==> config.mk <==
export PLATFORM = sky130hd
export DESIGN_NAME = debug_leds
export DESIGN_NICKNAME = d
export VERILOG_FILES = /design/src/rtl/debug_leds_pkg.sv /design/src/rtl/led_pwm.sv /design/src/rtl/debug_leds.sv
export SDC_FILE = /design/constraint.sdc
export NUM_CORES = 1
export LEC_CHECK = 0
export CORE_ASPECT_RATIO = 1.5
export CORE_MARGIN = 4
export CORE_UTILIZATION = 55
export DETAILED_ROUTE_END_ITERATION = 10
export PLACE_DENSITY = 0.8
export SYNTH_ARGS = -nofsm -noshare
export SYNTH_HDL_FRONTEND = slang
export SYNTH_SLANG_ARGS = --single-unit
==> constraint.sdc <==
create_clock -name clk_i -period 4.42 [get_ports clk_i]
set_input_delay 0.884 -clock clk_i [delete_from_list [all_inputs] [get_ports clk_i]]
set_output_delay 0.884 -clock clk_i [all_outputs]
set_load 0.03 [all_outputs]
==> src/rtl/debug_leds_pkg.sv <==
// debug_leds_pkg: register map, PWM period and byte-select merge shared by debug_leds.
package debug_leds_pkg;
  typedef enum logic [1:0] {
    ADDR_LED_VALUE         = 2'd0,
    ADDR_BLINK_MASK        = 2'd1,
    ADDR_BLINK_HALF_PERIOD = 2'd2,
    ADDR_PWM_DUTY          = 2'd3
  } reg_addr_e;
  localparam int PWM_PERIOD = 255;
  function automatic logic [31:0] sel_merge(input logic [31:0] old_v, input logic [31:0] new_v,
                                            input logic [3:0] sel);
    logic [31:0] res;
    for (int i = 0; i < 4; i++) res[8*i +: 8] = sel[i] ? new_v[8*i +: 8] : old_v[8*i +: 8];
    return res;
  endfunction
endpackage

==> src/rtl/led_pwm.sv <==
// led_pwm: free-running 0..PWM_PERIOD-1 counter, on while the count is below the duty.
module led_pwm
  import debug_leds_pkg::*;
(
  input  logic       clk_i,
  input  logic       rst_ni,
  input  logic [7:0] i_duty,
  output logic       o_on
);
  logic [7:0] r_cnt;
  always_ff @(posedge clk_i or negedge rst_ni) begin
    if (!rst_ni) r_cnt <= '0;
    else r_cnt <= (r_cnt == 8'(PWM_PERIOD - 1)) ? '0 : r_cnt + 8'd1;
  end
  assign o_on = r_cnt < i_duty;
endmodule

==> src/rtl/debug_leds.sv <==
// debug_leds: Wishbone B4 pipelined target driving blinking, PWM-dimmed debug LEDs.
// Define DEBUG_LEDS_PWM_EN to build the PWM_DUTY register and led_pwm dimmer.
module debug_leds
  import debug_leds_pkg::*;
#(
  parameter int          NUM_LEDS      = 4,
  parameter logic [31:0] BLINK_DEFAULT = 32'd50_000_000
) (
  input  logic                clk_i,
  input  logic                rst_ni,
  input  logic                wb_cyc_i,
  input  logic                wb_stb_i,
  input  logic                wb_we_i,
  input  logic [1:0]          wb_adr_i,
  input  logic [31:0]         wb_dat_i,
  input  logic [3:0]          wb_sel_i,
  output logic [31:0]         wb_dat_o,
  output logic                wb_ack_o,
  output logic                wb_stall_o,
  output logic [NUM_LEDS-1:0] leds_o
);
  logic                w_acc, w_wr, w_pwm_on;
  logic [31:0]         w_rd, w_duty_rd;
  logic                r_ack, r_phase;
  logic [31:0]         r_dat, r_half, r_cnt;
  logic [NUM_LEDS-1:0] r_led, r_mask, r_leds;
  assign w_acc = wb_cyc_i & wb_stb_i;
  assign w_wr  = w_acc & wb_we_i;
`ifdef DEBUG_LEDS_PWM_EN
  logic [7:0] r_duty;
  always_ff @(posedge clk_i or negedge rst_ni) begin
    if (!rst_ni) r_duty <= 8'hFF;
    else if (w_wr && wb_adr_i == ADDR_PWM_DUTY)
      r_duty <= 8'(sel_merge(32'(r_duty), wb_dat_i, wb_sel_i));
  end
  led_pwm u_pwm (
    .clk_i  (clk_i),
    .rst_ni (rst_ni),
    .i_duty (r_duty),
    .o_on   (w_pwm_on)
  );
  assign w_duty_rd = 32'(r_duty);
`else
  assign w_pwm_on  = 1'b1;
  assign w_duty_rd = '0;
`endif
  assign w_rd = (wb_adr_i == ADDR_LED_VALUE)         ? 32'(r_led)  :
                (wb_adr_i == ADDR_BLINK_MASK)        ? 32'(r_mask) :
                (wb_adr_i == ADDR_BLINK_HALF_PERIOD) ? r_half      : w_duty_rd;
  always_ff @(posedge clk_i or negedge rst_ni) begin
    if (!rst_ni) begin
      r_ack  <= 1'b0;
      r_dat  <= '0;
      r_led  <= '0;
      r_mask <= '0;
      r_half <= BLINK_DEFAULT;
      r_leds <= '0;
    end else begin
      r_ack <= w_acc;
      r_dat <= (w_acc && !wb_we_i) ? w_rd : '0;
      if (w_wr && wb_adr_i == ADDR_LED_VALUE)
        r_led <= NUM_LEDS'(sel_merge(32'(r_led), wb_dat_i, wb_sel_i));
      if (w_wr && wb_adr_i == ADDR_BLINK_MASK)
        r_mask <= NUM_LEDS'(sel_merge(32'(r_mask), wb_dat_i, wb_sel_i));
      if (w_wr && wb_adr_i == ADDR_BLINK_HALF_PERIOD)
        r_half <= sel_merge(r_half, wb_dat_i, wb_sel_i);
      r_leds <= ((r_led & ~r_mask) | (r_mask & {NUM_LEDS{r_phase}})) & {NUM_LEDS{w_pwm_on}};
    end
  end
  // a half-period write restarts the count but leaves the phase alone
  always_ff @(posedge clk_i or negedge rst_ni) begin
    if (!rst_ni) begin
      r_cnt   <= '0;
      r_phase <= 1'b0;
    end else if (w_wr && wb_adr_i == ADDR_BLINK_HALF_PERIOD) begin
      r_cnt <= '0;
    end else if (r_half == '0) begin
      r_cnt <= '0;
    end else if (r_cnt == r_half - 32'd1) begin
      r_cnt   <= '0;
      r_phase <= ~r_phase;
    end else begin
      r_cnt <= r_cnt + 32'd1;
    end
  end
  assign wb_dat_o   = r_dat;
  assign wb_ack_o   = r_ack;
  assign wb_stall_o = 1'b0;
  assign leds_o     = r_leds;
endmodule
After elaboration in Yosys (flattened, before gate mapping)
Cells that the tools add are included.
{"block": "op_classes", "eq_ne": 3, "bitwise": 9, "n_reduce_logical": 14, "n_addsub": 2, "n_mux": 7}
{"operator": "32-bit 2-to-1 mux", "count": 7}
{"operator": "32-bit by 1-bit adder with 32-bit output (second input constant)", "count": 1}
{"operator": "32-bit == test", "count": 1}
{"operator": "32-bit zero test", "count": 1}
{"operator": "32-bit by 1-bit subtractor with 32-bit output (second input constant)", "count": 1}
{"operator": "2-bit AND reduction", "count": 6}
{"operator": "4-bit AND", "count": 2}
{"operator": "1-bit logical AND", "count": 4}
{"operator": "4-bit inverter", "count": 1}
{"operator": "4-bit OR", "count": 1}
{"operator": "1-bit inverter", "count": 3}
{"operator": "3-bit AND reduction", "count": 1}
{"operator": "1-bit AND", "count": 2}
{"operator": "2-bit by 1-bit == test with 1-bit output (second input constant)", "count": 1}
{"operator": "2-bit == test (second input constant)", "count": 1}
{"operator": "2-bit zero test", "count": 1}
{"operator": "1-bit zero test", "count": 1}
{"block": "totals", "input_bits": 43, "elab_cells": 46, "out_inout_bits": 38, "register_bits": 110}

Logic depth before layout (Yosys ltp)
{"block": "depth", "depth_word": 5, "ltp_mapped": 10, "ltp_nobuf": 9}

Worst setup path after synthesis
OpenSTA, ideal clock, no wires.
{"block": "synth_timing", "kind": "flip-flop to flip-flop", "start": "register r_half[8]", "end": "register r_cnt[22]", "synth_period_minus_slack_ns": 3.129, "stages_incl_launch_ff": 11, "slack_ns": 1.291, "n_path_buf": 3, "t_arrival_ns": 2.984, "setup_time_ns": 0.145, "path_cell_list": "dfrtp_1 -> buf_6 -> or4_4 -> or3_1 -> buf_2 -> nor4_1 -> xnor2_1 -> or3b_1 -> nor4_4 -> buf_6 -> nor3_2"}
{"block": "synth_between", "elab_chain_cells": 5}
{"element": "start: declaration", "line_no": "debug_leds.sv:25", "rtl": "logic [31:0] r_dat, r_half, r_cnt;"}
{"element": "start signal: assignment", "line_no": "debug_leds.sv:66", "rtl": "r_half <= sel_merge(r_half, wb_dat_i, wb_sel_i);"}
{"element": "32-bit by 1-bit subtractor with 32-bit output", "line_no": "debug_leds.sv:79", "rtl": "end else if (r_cnt == r_half - 32'd1) begin"}
{"element": "32-bit == test", "line_no": "debug_leds.sv:79"}
{"element": "32-bit 2-to-1 mux", "line_no": "debug_leds.sv:79"}
{"element": "32-bit 2-to-1 mux *", "line_no": "debug_leds.sv:77", "rtl": "end else if (r_half == '0) begin"}
{"element": "32-bit 2-to-1 mux *", "line_no": "debug_leds.sv:75", "rtl": "end else if (w_wr && wb_adr_i == ADDR_BLINK_HALF_PERIOD) begin"}
{"element": "end signal: assignment", "line_no": "debug_leds.sv:83", "rtl": "r_cnt <= r_cnt + 32'd1;"}
{"element": "end: declaration", "line_no": "debug_leds.sv:25"}
Mark *: on every way between the ends. The rest lies on a longest branch, timed or not.
A chain may end at the register's enable or synchronous reset.

Worst setup path after layout
{"block": "layout_timing", "start": "register r_half[0]", "end": "register r_cnt[31]"}
The elaborated chain is that of the path after synthesis.

==> metrics.csv <==
metric,value,unit
status,completed,
measured slew at the worst slew-check pin,1.07,ns
Routed WL per cell,18.6,um
setup TNS,0,ns
r2r worst-path depth,10,
"Warnings, synthesis",0,
clock sinks,110,
synth top area cells,"dfrtp_1 (42%), mux2_2 (8.4%), dfstp_2 (5.4%), xor2_1 (5.2%), nor3_2 (5.1%)",
DP HPWL,10.6,mm
sequential share of power,0.466,
clk_lat worst skew,0.35,ns
Crit. End Element,register,
Overall Global Routing Usage,0.232,
register cell area after layout,2770,um^2
Port-buffer cells,79,
vias in the first global route,4375,
sequential share of the synthesized area,0.472,
Cell variety after synth,64,
Critical Path End,r_cnt[31]$_DFF_PN0_,
Post-synth EDFFs,0,
drt via density,5.82,
I/O Pins,81,
drt pass-1 iters,5,
Min-Delay Path Class,register to register,
pwr/cell area,410,nW/um^2
Comb power frac,0.255,
maximum clock path buffer count,2,
Final ANT Viol Nets,0,
"Max FO, Critical Path",32,
initial antenna violation count,0,
Syn Nets,574,
Max Freq,0.284,GHz
H-tree levels,3,
CP top delay family,simple AND/OR/NAND/NOR gates,
# DRC,0,
Final period util,0.797,
Worst Setup SP,r_half[0]$_DFFE_PN0P_,
Overflow after GRT,0,
clock power share,0.279,
Setup Skew,0.00618,ns
unrepaired setup endpoints after global routing,false,
PostCTS Resize Cnt,0,
Post-CTS Hold Buffers,0,
Critical-path top delay cell,or4_4,
area of the multi-input gates,2940,um^2
pin count of the biggest net entering global routing,59,
Final Hold Viols,0,
Pwr Total,2.89,mW
Synth Flop Type,dfrtp_1,
Switch Pwr,941,uW
Worst-path clk slew,0.07,ns
worst hold margin,0.545,ns
cts bufs inserted,9,
Critical Path RT,4.63,ns
total wire length,13.8,mm
worst path cell trace,"inv_1, ha_1, nor3b_1, nand2_1, a2111oi_2, nand4_2, or4_4, nor4_4, buf_4, nor3_1",
P&R area growth vs syn,20.1,%
Non-Filler Instances,744,
Root Buffer,clkbuf_16,
Rel. slew slack,0.282,
FF-to-FF setup slack,0.90,ns
Fillers,810,
CTS tree,yes,
post-CTS setup buffers,0,
Layout Nets,643,
post-synth top area cell,dfrtp_1,
max-cap viol count,0,
max incr delay on CP,0.52,ns
VDD IR max,0.261,mV
fraction of registers with async set or reset after synthesis,1.00,
Leakage,3.07,nW
full die area,12400,um^2
Yosys top cell area share,0.418,
num rows,45,
cell count along the critical path,10,
Vias,4330,
fraction of layout cells with a size suffix above 1,0.206,
gpl congestion,0.929,
ANT cells,0,
worst path buffer plus inverter count,2,
"FF+latch count, synth",110,
First DRT Iteration DRCs,313,
most common library cells after synthesis,"dfrtp_1 (98), mux2_2 (44), xor2_1 (35)",
initial core utilization,0.569,
Placeable Area,10300,um^2
Net Sw Frac,0.326,
P_int,1.95,mW
r2r endpoint,r_cnt[31]$_DFF_PN0_,
fin crit period,3.52,ns
Slew Limit Fails,0,
critical path launch point type,register,
Syn Area/Cell,11.1,um^2
Cells after DPL,728,
Die Ht,134,um
Mapped Cells,529,
Die W,92.3,um
post-synthesis instance area,5870,um^2
Final Setup Violations,0,
critical path arrival,3.73,ns
critical setup path kind,register to register,
most frequent cell after synthesis,dfrtp_1,
first-pass GRT wire length,22.7,mm
RR Startpoint,r_half[0]$_DFFE_PN0P_,
metrics by stage:
stage	setup slack (ns)	util	area, um^2
floorplan	1.29	-	5870
global placement	1.03	0.655	6740
detailed placement	0.919	0.655	6740
CTS	0.904	0.684	7050
global route	0.629	0.684	7050
finish	0.895	0.684	7050
how the worst min path moves through the flow:
stage | from | to | slack (ns) | cells after the start
3_3_place_gp | r_led[1]$_DFFE_PN0P_ | leds_o[1]$_DFF_PN0_ | 0.52 | 1
4_1_cts | r_led[1]$_DFFE_PN0P_ | leds_o[1]$_DFF_PN0_ | 0.55 | 1
6_report | r_led[3]$_DFFE_PN0P_ | leds_o[3]$_DFF_PN0_ | 0.55 | 1
3_5_place_dp | r_led[1]$_DFFE_PN0P_ | leds_o[1]$_DFF_PN0_ | 0.53 | 1
2_1_floorplan | r_phase$_DFFE_PN0P_ | r_phase$_DFFE_PN0P_ | 0.48 | 1
5_1_grt | r_led[1]$_DFFE_PN0P_ | leds_o[1]$_DFF_PN0_ | 0.56 | 1
placed cells by master (no fill, tap or decap), drive strengths merged, types with 3 or more instances in the layout:
master	synthesis	final
nor3b	4	4
nor2	30	30
clkbuf	17	10
and2	30	30
dfrtp	98	98
clkdlybuf4s50	0	78
o21ai	7	7
nor2b	4	4
xor2	35	35
nand3	24	24
or3	4	4
dfstp	12	12
or4	7	7
or2	4	4
and3	7	7
a21oi	9	9
mux2	44	44
mux2i	7	7
nor4	16	16
nand4	9	9
buf	9	6
xnor2	31	31
inv	6	7
nand2	23	23
clkinvlp	0	3
nand2b	6	6
nand3b	3	3
nor3	46	46
routing by layer:
layer  GRT usage  part of all wire
met5           0                 0
met4      0.0917             0.026
met3      0.0418             0.042
met2       0.408              0.53
met1       0.282              0.40
state kept, by name, summed over array words and instances (netlist names):
signal	cells
leds_o	4
r_cnt	32
r_half	32
r_led	4
r_mask	4
r_phase	1
wb_ack_o	1
wb_dat_o	32
area by class of cell:
cell class,count,area share
clock buffer,10,0.0325
clock inverter,6,0.0103
inverter,6,0.00320
multi-input combinational,387,0.417
sequential,110,0.393
tap,141,0.0250
timing repair buffer,84,0.119
power groups by stage:
| stage | sequential [mW] | combinational [mW] | clock [mW] |
|---|---|---|---|
| floorplan | 1.27 | 0.575 | 0 |
| global placement | 1.35 | 0.715 | 0 |
| detailed placement | 1.36 | 0.731 | 0 |
| CTS | 1.34 | 0.735 | 0.821 |
| global route | 1.36 | 0.804 | 0.865 |
| finish | 1.35 | 0.737 | 0.808 |
cells by family after synthesis:
family                     Yosys count  synth area share
AOI/OAI and AO/OA                   41            0.0495
xor gates and xnor gates            67             0.102
adders and majority gates            2           0.00427
buffers and inverters               32            0.0271
DFF                                110             0.472
muxes                               51            0.0964
other                                1          0.000639
and+or+nand+nor                    225             0.248
Power figures use the tool's default switching activity.
